### src/rtl/mem_lsu_if.sv
// RAM-side request/acknowledge bus of the load/store unit.
// The LSU drives the request side (master); the memory answers on the slave side.
interface mem_lsu_if #(
    parameter int XLEN = 32
);
    logic                ram_req;
    logic                ram_we;
    logic [XLEN-1:0]     ram_addr;
    logic [XLEN-1:0]     ram_wdata;
    logic [XLEN/8-1:0]   ram_wstrb;
    logic                ram_ack;
    logic [XLEN-1:0]     ram_rdata;

    modport master (
        output ram_req,
        output ram_we,
        output ram_addr,
        output ram_wdata,
        output ram_wstrb,
        input  ram_ack,
        input  ram_rdata
    );

    modport slave (
        input  ram_req,
        input  ram_we,
        input  ram_addr,
        input  ram_wdata,
        input  ram_wstrb,
        output ram_ack,
        output ram_rdata
    );
endinterface

### src/rtl/mem_lsu.sv
// Load/store unit: one access per transaction over a req/ack RAM port, with lane
// steering, sign/zero extension, misalignment detection and an optional timeout.
module mem_lsu #(
    parameter int XLEN       = 32,
    parameter int REG_ADDR_W = 5,
    parameter int TIMEOUT    = 255
) (
    input  logic                  clk,
    input  logic                  rst_n,
    input  logic                  load_en,
    input  logic                  store_en,
    input  logic [2:0]            funct3,
    input  logic [XLEN-1:0]       addr,
    input  logic [REG_ADDR_W-1:0] load_regs_addr,
    input  logic [XLEN-1:0]       store_data,
    mem_lsu_if.master             ram,
    output logic                  regs_write_en,
    output logic [REG_ADDR_W-1:0] regs_write_addr,
    output logic [XLEN-1:0]       regs_write_data,
    output logic                  busy,
    output logic                  unpause_signal,
    output logic                  exc_misalign,
    output logic                  exc_timeout
);

    localparam int NB     = XLEN / 8;
    localparam int OFF_W  = $clog2(NB);
    localparam int CNT_W  = (TIMEOUT > 0) ? $clog2(TIMEOUT + 1) : 1;
    localparam int TO_LIM = (TIMEOUT > 0) ? TIMEOUT - 1 : 0;

    typedef enum logic [1:0] {
        S_IDLE = 2'd0,
        S_REQ  = 2'd1,
        S_RESP = 2'd2
    } state_t;

    state_t                state_q, state_d;
    logic [CNT_W-1:0]      cnt_q, cnt_d;
    logic                  is_load_q, is_load_d;
    logic [1:0]            size_q, size_d;
    logic                  uns_q, uns_d;
    logic [OFF_W-1:0]      off_q, off_d;
    logic [REG_ADDR_W-1:0] rd_q, rd_d;

    logic                  ram_req_q, ram_req_d;
    logic                  ram_we_q, ram_we_d;
    logic [XLEN-1:0]       ram_addr_q, ram_addr_d;
    logic [XLEN-1:0]       ram_wdata_q, ram_wdata_d;
    logic [NB-1:0]         ram_wstrb_q, ram_wstrb_d;
    logic                  regs_we_q, regs_we_d;
    logic [REG_ADDR_W-1:0] regs_waddr_q, regs_waddr_d;
    logic [XLEN-1:0]       regs_wdata_q, regs_wdata_d;
    logic                  busy_q, busy_d;
    logic                  unpause_q, unpause_d;
    logic                  exc_mis_q, exc_mis_d;
    logic                  exc_to_q, exc_to_d;

    // Request-side decode, evaluated combinationally on the incoming access.
    logic [1:0]            size_in;
    logic [OFF_W-1:0]      off_in;
    logic                  misalign_in;
    logic [XLEN-1:0]       lane_b, lane_h, lane_w;
    logic [XLEN-1:0]       wdata_in;
    logic [NB-1:0]         mask_in;
    logic [NB-1:0]         wstrb_in;
    logic [XLEN-1:0]       ram_addr_in;

    assign size_in     = funct3[1:0];
    assign off_in      = addr[OFF_W-1:0];
    assign ram_addr_in = {addr[XLEN-1:OFF_W], {OFF_W{1'b0}}};

    always_comb begin
        misalign_in = 1'b0;
        case (size_in)
            2'b01:   misalign_in = addr[0];
            2'b10:   misalign_in = |addr[1:0];
            2'b11:   misalign_in = (XLEN == 32) || (|addr[2:0]);
            default: misalign_in = 1'b0;
        endcase
    end

    // Replicate the store operand so whichever lane the strobes select carries it.
    for (genvar gi = 0; gi < NB; gi++) begin : g_lane
        assign lane_b[gi*8 +: 8] = store_data[7:0];
        assign lane_h[gi*8 +: 8] = store_data[(gi % 2)*8 +: 8];
        assign lane_w[gi*8 +: 8] = store_data[(gi % 4)*8 +: 8];
    end

    always_comb begin
        wdata_in = store_data;
        mask_in  = {NB{1'b1}};
        case (size_in)
            2'b00: begin
                wdata_in = lane_b;
                mask_in  = NB'(1);
            end
            2'b01: begin
                wdata_in = lane_h;
                mask_in  = NB'(3);
            end
            2'b10: begin
                wdata_in = lane_w;
                mask_in  = NB'(15);
            end
            default: begin
                wdata_in = store_data;
                mask_in  = {NB{1'b1}};
            end
        endcase
    end

    assign wstrb_in = mask_in << off_in;

    // Load path: bring the addressed lane down to bit 0, then truncate and extend.
    logic [XLEN-1:0] rshift;
    logic [XLEN-1:0] keep_mask;
    logic            sign_bit;
    logic [XLEN-1:0] load_ext;

    assign rshift = ram.ram_rdata >> {off_q, 3'b000};

    always_comb begin
        keep_mask = '1;
        sign_bit  = rshift[XLEN-1];
        case (size_q)
            2'b00: begin
                keep_mask = XLEN'(8'hFF);
                sign_bit  = rshift[7];
            end
            2'b01: begin
                keep_mask = XLEN'(16'hFFFF);
                sign_bit  = rshift[15];
            end
            2'b10: begin
                keep_mask = XLEN'(32'hFFFF_FFFF);
                sign_bit  = rshift[31];
            end
            default: begin
                keep_mask = '1;
                sign_bit  = rshift[XLEN-1];
            end
        endcase
        load_ext = (rshift & keep_mask) | ((!uns_q && sign_bit) ? ~keep_mask : '0);
    end

    always_comb begin
        state_d      = state_q;
        cnt_d        = cnt_q;
        is_load_d    = is_load_q;
        size_d       = size_q;
        uns_d        = uns_q;
        off_d        = off_q;
        rd_d         = rd_q;
        ram_req_d    = ram_req_q;
        ram_we_d     = ram_we_q;
        ram_addr_d   = ram_addr_q;
        ram_wdata_d  = ram_wdata_q;
        ram_wstrb_d  = ram_wstrb_q;
        regs_we_d    = 1'b0;
        regs_waddr_d = regs_waddr_q;
        regs_wdata_d = regs_wdata_q;
        busy_d       = busy_q;
        unpause_d    = 1'b0;
        exc_mis_d    = 1'b0;
        exc_to_d     = 1'b0;

        case (state_q)
            S_IDLE: begin
                if (load_en || store_en) begin
                    // A simultaneous load and store: the load is taken, the store dropped.
                    is_load_d = load_en;
                    size_d    = size_in;
                    uns_d     = funct3[2];
                    off_d     = off_in;
                    rd_d      = load_regs_addr;
                    busy_d    = 1'b1;
                    cnt_d     = '0;
                    if (misalign_in) begin
                        state_d   = S_RESP;
                        exc_mis_d = 1'b1;
                        unpause_d = 1'b1;
                    end else begin
                        state_d     = S_REQ;
                        ram_req_d   = 1'b1;
                        ram_we_d    = !load_en;
                        ram_addr_d  = ram_addr_in;
                        ram_wdata_d = load_en ? '0 : wdata_in;
                        ram_wstrb_d = load_en ? '0 : wstrb_in;
                    end
                end
            end
            S_REQ: begin
                if (ram.ram_ack) begin
                    state_d     = S_RESP;
                    ram_req_d   = 1'b0;
                    ram_we_d    = 1'b0;
                    ram_wstrb_d = '0;
                    unpause_d   = 1'b1;
                    if (is_load_q && (rd_q != '0)) begin
                        regs_we_d    = 1'b1;
                        regs_waddr_d = rd_q;
                        regs_wdata_d = load_ext;
                    end
                end else if ((TIMEOUT != 0) && (cnt_q == CNT_W'(TO_LIM))) begin
                    state_d     = S_RESP;
                    ram_req_d   = 1'b0;
                    ram_we_d    = 1'b0;
                    ram_wstrb_d = '0;
                    unpause_d   = 1'b1;
                    exc_to_d    = 1'b1;
                end else begin
                    cnt_d = cnt_q + CNT_W'(1);
                end
            end
            S_RESP: begin
                state_d = S_IDLE;
                busy_d  = 1'b0;
            end
            default: begin
                state_d   = S_IDLE;
                ram_req_d = 1'b0;
                busy_d    = 1'b0;
            end
        endcase
    end

    always_ff @(posedge clk) begin
        if (!rst_n) begin
            state_q      <= S_IDLE;
            cnt_q        <= '0;
            is_load_q    <= 1'b0;
            size_q       <= 2'b00;
            uns_q        <= 1'b0;
            off_q        <= '0;
            rd_q         <= '0;
            ram_req_q    <= 1'b0;
            ram_we_q     <= 1'b0;
            ram_addr_q   <= '0;
            ram_wdata_q  <= '0;
            ram_wstrb_q  <= '0;
            regs_we_q    <= 1'b0;
            regs_waddr_q <= '0;
            regs_wdata_q <= '0;
            busy_q       <= 1'b0;
            unpause_q    <= 1'b0;
            exc_mis_q    <= 1'b0;
            exc_to_q     <= 1'b0;
        end else begin
            state_q      <= state_d;
            cnt_q        <= cnt_d;
            is_load_q    <= is_load_d;
            size_q       <= size_d;
            uns_q        <= uns_d;
            off_q        <= off_d;
            rd_q         <= rd_d;
            ram_req_q    <= ram_req_d;
            ram_we_q     <= ram_we_d;
            ram_addr_q   <= ram_addr_d;
            ram_wdata_q  <= ram_wdata_d;
            ram_wstrb_q  <= ram_wstrb_d;
            regs_we_q    <= regs_we_d;
            regs_waddr_q <= regs_waddr_d;
            regs_wdata_q <= regs_wdata_d;
            busy_q       <= busy_d;
            unpause_q    <= unpause_d;
            exc_mis_q    <= exc_mis_d;
            exc_to_q     <= exc_to_d;
        end
    end

    assign ram.ram_req      = ram_req_q;
    assign ram.ram_we       = ram_we_q;
    assign ram.ram_addr     = ram_addr_q;
    assign ram.ram_wdata    = ram_wdata_q;
    assign ram.ram_wstrb    = ram_wstrb_q;
    assign regs_write_en    = regs_we_q;
    assign regs_write_addr  = regs_waddr_q;
    assign regs_write_data  = regs_wdata_q;
    assign busy             = busy_q;
    assign unpause_signal   = unpause_q;
    assign exc_misalign     = exc_mis_q;
    assign exc_timeout      = exc_to_q;

endmodule

### src/flat_wrapper.sv
// flat-port wrapper written by rule: the top's interface ports become plain ports
module mem_lsu_flat 
#(
    parameter int XLEN       = 32,
    parameter int REG_ADDR_W = 5,
    parameter int TIMEOUT    = 255
)
  (clk, rst_n, load_en, store_en, funct3, addr, load_regs_addr, store_data, regs_write_en, regs_write_addr, regs_write_data, busy, unpause_signal, exc_misalign, exc_timeout, ram_ram_req, ram_ram_we, ram_ram_addr, ram_ram_wdata, ram_ram_wstrb, ram_ram_ack, ram_ram_rdata);
  mem_lsu_if #(.XLEN(XLEN)) ram_i ();
  input  logic clk;
  input  logic rst_n;
  input  logic load_en;
  input  logic store_en;
  input  logic [2:0] funct3;
  input  logic [XLEN-1:0] addr;
  input  logic [REG_ADDR_W-1:0] load_regs_addr;
  input  logic [XLEN-1:0] store_data;
  output logic regs_write_en;
  output logic [REG_ADDR_W-1:0] regs_write_addr;
  output logic [XLEN-1:0] regs_write_data;
  output logic busy;
  output logic unpause_signal;
  output logic exc_misalign;
  output logic exc_timeout;
  output wire logic [$bits(ram_i.ram_req)-1:0] ram_ram_req;
  output wire logic [$bits(ram_i.ram_we)-1:0] ram_ram_we;
  output wire logic [$bits(ram_i.ram_addr)-1:0] ram_ram_addr;
  output wire logic [$bits(ram_i.ram_wdata)-1:0] ram_ram_wdata;
  output wire logic [$bits(ram_i.ram_wstrb)-1:0] ram_ram_wstrb;
  input wire logic [$bits(ram_i.ram_ack)-1:0] ram_ram_ack;
  input wire logic [$bits(ram_i.ram_rdata)-1:0] ram_ram_rdata;
  assign ram_ram_req = ram_i.ram_req;
  assign ram_ram_we = ram_i.ram_we;
  assign ram_ram_addr = ram_i.ram_addr;
  assign ram_ram_wdata = ram_i.ram_wdata;
  assign ram_ram_wstrb = ram_i.ram_wstrb;
  assign ram_i.ram_ack = ram_ram_ack;
  assign ram_i.ram_rdata = ram_ram_rdata;
  mem_lsu #(.XLEN(XLEN), .REG_ADDR_W(REG_ADDR_W), .TIMEOUT(TIMEOUT)) u_core (.clk(clk), .rst_n(rst_n), .load_en(load_en), .store_en(store_en), .funct3(funct3), .addr(addr), .load_regs_addr(load_regs_addr), .store_data(store_data), .ram(ram_i), .regs_write_en(regs_write_en), .regs_write_addr(regs_write_addr), .regs_write_data(regs_write_data), .busy(busy), .unpause_signal(unpause_signal), .exc_misalign(exc_misalign), .exc_timeout(exc_timeout));
endmodule
### config.mk
export PLATFORM = sky130hd
export DESIGN_NAME = mem_lsu_flat
export DESIGN_NICKNAME = d
export VERILOG_FILES = /design/src/rtl/mem_lsu_if.sv /design/src/rtl/mem_lsu.sv /design/src/flat_wrapper.sv
export SDC_FILE = /design/constraint.sdc
export NUM_CORES = 1
export LEC_CHECK = 0
export ABC_AREA = 1
export BUFFER_PORTS_ARGS = -buffer_cell sky130_fd_sc_hd__buf_4
export CAP_MARGIN = 15
export CORE_MARGIN = 3
export CORE_UTILIZATION = 23
export CTS_CLUSTER_DIAMETER = 200
export DETAILED_ROUTE_END_ITERATION = 16
export GPL_TIMING_DRIVEN = 0
export PLACE_DENSITY = 0.4
export SLEW_MARGIN = 20
export SYNTH_ARGS = -nofsm -noshare
export SYNTH_HDL_FRONTEND = slang
export SYNTH_SLANG_ARGS = --single-unit
### constraint.sdc
create_clock -name clk -period 3.5 [get_ports clk]
set_clock_uncertainty 0.1 [all_clocks]
set_input_delay 0.175 -clock clk [delete_from_list [all_inputs] [get_ports clk]]
set_output_delay 0.175 -clock clk [all_outputs]
set_load 0.02 [all_outputs]
==> metrics.txt <==
outcome=finished clean; reg-to-reg slack, setup=~1500 ps; antenna viol nets, final=0; Worst Hold End=u_core.regs_write_data[3]; CTS tree=done; CP delay by family, top=simple AND/OR/NAND/NOR gates; Final period util=~58%; first-pass GRT wire length=36000 µm; Cells after Synth=781; cell depth of the worst hold path=5; vias in the first global route=between 6000 and 7000; Worst-Margin Slew=~640 ps; WP data required=about 3700 ps; Hold-fix buffers, CTS=46; Post-synth EDFFs=0; Max-Cap Viols=0; hpwl dp=17900 µm; metal3 WL=1960 µm; Static Leakage=about 4.2 nW; HP Start=ram_ram_rdata[3]; pwr dens=500 nW/µm²; final hold vios=0; Hold Path Class=input port to register; Final nets=between 1000 and 1500; num ports=221; Reg-to-Reg Start=u_core.state_q[0]; RD Place Congestion=0.830; area grow syn2layout=54.1%; RSZ-0062 raised after global routing=no; antenna violations before repair=0; clock period minus worst slack=2030 ps; vias per cell=roughly 4.5; Cell variety after synth=31; DIE AREA=26900 µm²; Critical Path AT=2230 ps; Crit. End Element=register; FMAX=about 490 MHz; Worst IR Drop VDD=0.000248 V; num rows=57; Reg2Reg Depth=8; Post-Syn Area=approximately 5700 µm²; cts bufs inserted=17; max layer used=met4; Setup crit start kind=register; clock root buffer=clkbuf_16; fin. max-slew vios=0; fin util=36.3%; Setup Buffers After CTS=0; post-CTS resize count=0; Ant. Diodes=0; initial core utilization=between 20% and 30%; die span in y=164 µm; Reg-to-Reg End=u_core.regs_write_data[14]; register area share after synthesis=45.7%; die span in x=roughly 160 µm; Reg clk slew, reported paths=about 60 ps; final setup vio count=0; Slew headroom=roughly 57%; Bufs and invs on worst path=3; post-DR wirelength/cell=16.8 µm; clk buf depth=2; layout cells sized above 1=26.6%; Skew-Pair Late Insertion Delay=420 ps; Iter 0 DRT Violations=379; core region area=about 24000 µm²; Most used DFF post-synth=dfxtp_1; WL final=23600 µm; slowest stage cell, crit path=dfxtp_1; Synth Register Bits=131; Fin Setup TNS=0 ps; met2 wire len=10700 µm; ys async rst share=0%; synth warn=0; All-Layer GR Usage=between 10% and 20%; critical path, cell by cell=inv_2 > nor2_4 > inv_2 > nor3_4 > nand2_4 > clkbuf_1 > nor2_1 > a21oi_1; drt pass-1 iters=4; vias post-DR=6279; pin count of the biggest net entering global routing=17; highest fanout seen on the critical path=10; Port Buffers=218; max incr delay on CP=~370 ps; Avg Cell Area, Syn=between 7 and 8 µm²; Worst path most repeated cell=inv_2; GRT overflow=0; Setup CP Type=register to register; met1 WL=10700 µm; CTS Sinks=131; H-tree levels=4; Residual DRC=0
-- per-layer routing --
metal	up-vias	GRT usage, %
li1	3213	-
met1	2883	22.9
met2	170	27.0
met3	13	6.56
met4	0	3.65
met5	-	0
-- logic make-up (layout without fill, tap and decap cells) --
family                     Yosys count  in the layout  synth area share (%)
and+or+nand+nor                    297            297                  21.9
other                                1              2                0.0653
adders and majority gates            2              2                 0.436
AOI/OAI and AO/OA                  255            255                  24.7
DFF                                131            131                  45.7
xor gates and xnor gates             2              2                 0.305
buffers and inverters               93            389                  6.95
-- power breakdown --
part	switching [mW]	total, mW	leakage, nW	internal (mW)
Combinational	0.550	0.915	2.80	0.365
Sequential	0.0594	1.66	1.07	1.60
Clock	0.776	1.85	0.289	1.07
Total	1.39	4.42	4.15	3.03
-- worst reg2reg max path, delay by kind of cell, from the launching register on --
kind                   cells  cell delay (ps)
AOI/OAI and AO/OA          1              100
DFF                        1              370
and+or+nand+nor            4              890
buffers and inverters      3              440
-- layout by cell type, fill, tap and decap left out, types with 4 or more instances in the layout --
cell | netlist | layout
clkbuf_16 | 0 | 17
nand3_1 | 46 | 46
clkinv_4 | 0 | 4
o211a_1 | 24 | 24
inv_1 | 38 | 38
inv_6 | 0 | 4
buf_4 | 3 | 221
o21ai_0 | 121 | 121
nor2_1 | 137 | 137
nand4_1 | 7 | 7
clkbuf_1 | 31 | 31
or2_2 | 7 | 7
nand2_1 | 89 | 89
o21ai_1 | 19 | 19
dfxtp_1 | 131 | 131
buf_2 | 13 | 13
a21oi_1 | 78 | 78
dlygate4sd3_1 | 0 | 46
o22ai_1 | 12 | 12
-- cell type report --
| cell class | instances | area [µm²] |
|---|---|---|
| Sequential cell | 131 | 2620 |
| Clock inverter | 15 | 173 |
| Tap cell | 324 | 405 |
| Clock buffer | 17 | 425 |
| Inverter | 42 | 158 |
| Multi-Input combinational cell | 558 | 2720 |
| Fill cell | 2615 | 15500 |
| Timing Repair Buffer | 264 | 2100 |
| Buffer | 51 | 241 |
-- Yosys cell counts (all sizes together), types with 7 or more instances --
master / number / area share (%)
nand3: 46 / 4.0
dfxtp: 131 / 46
nor2: 141 / 9.6
clkbuf: 31 / 2.0
o21ai: 140 / 12
nand4: 7 / 0.76
nand2: 92 / 6.2
o22ai: 12 / 1.3
inv: 41 / 2.7
buf: 20 / 2.2
a21oi: 78 / 6.8
o211a: 24 / 4.2
or2: 7 / 0.76
-- sequential cells by signal, summed over array words and instances, names as in the netlist --
name and cells:
u_core.unpause_signal 1, u_core.exc_misalign 1, u_core.off_q 2, u_core.cnt_q 8, u_core.regs_write_en 1, u_core.exc_timeout 1
u_core.size_q 2, u_core.regs_write_data 32, u_core.rd_q 5, u_core.regs_write_addr 5, u_core.state_q 2, u_core.uns_q 1
u_core.ram.ram_wstrb 4, u_core.is_load_q 1, u_core.busy 1, u_core.ram.ram_addr 30, u_core.ram.ram_req 1, u_core.ram.ram_wdata 32
u_core.ram.ram_we 1
-- worst max-delay path by stage --
stage                                             to  cells past startpoint  slack, ps         startpoint
after floorplan                      u_core.cnt_q[6]                      7       1950    u_core.cnt_q[2]
final                     u_core.regs_write_data[14]                      8       1470  u_core.state_q[0]
after global routing        u_core.ram.ram_wdata[14]                      6       1250  u_core.state_q[1]
after detailed placement    u_core.ram.ram_wdata[15]                      9       1360            addr[0]
after CTS                   u_core.ram.ram_wdata[15]                      6       1440  u_core.state_q[1]
after global placement      u_core.ram.ram_wdata[15]                      9       1350            addr[0]
-- metrics by stage --
step	power [mW]	cell area [µm²]	cells	setup WS [ps]	hold WS (ps)
global route	4.62	8840	1402	1250	17.5
detailed placement	2.57	7790	1324	1360	275
CTS	4.48	8840	1402	1440	4.65
finish	4.42	8840	1402	1470	14.6
global placement	2.57	7790	1324	1350	286
floorplan	2.15	5740	782	1950	154
Note: power is estimated with default switching activity, not from simulation.
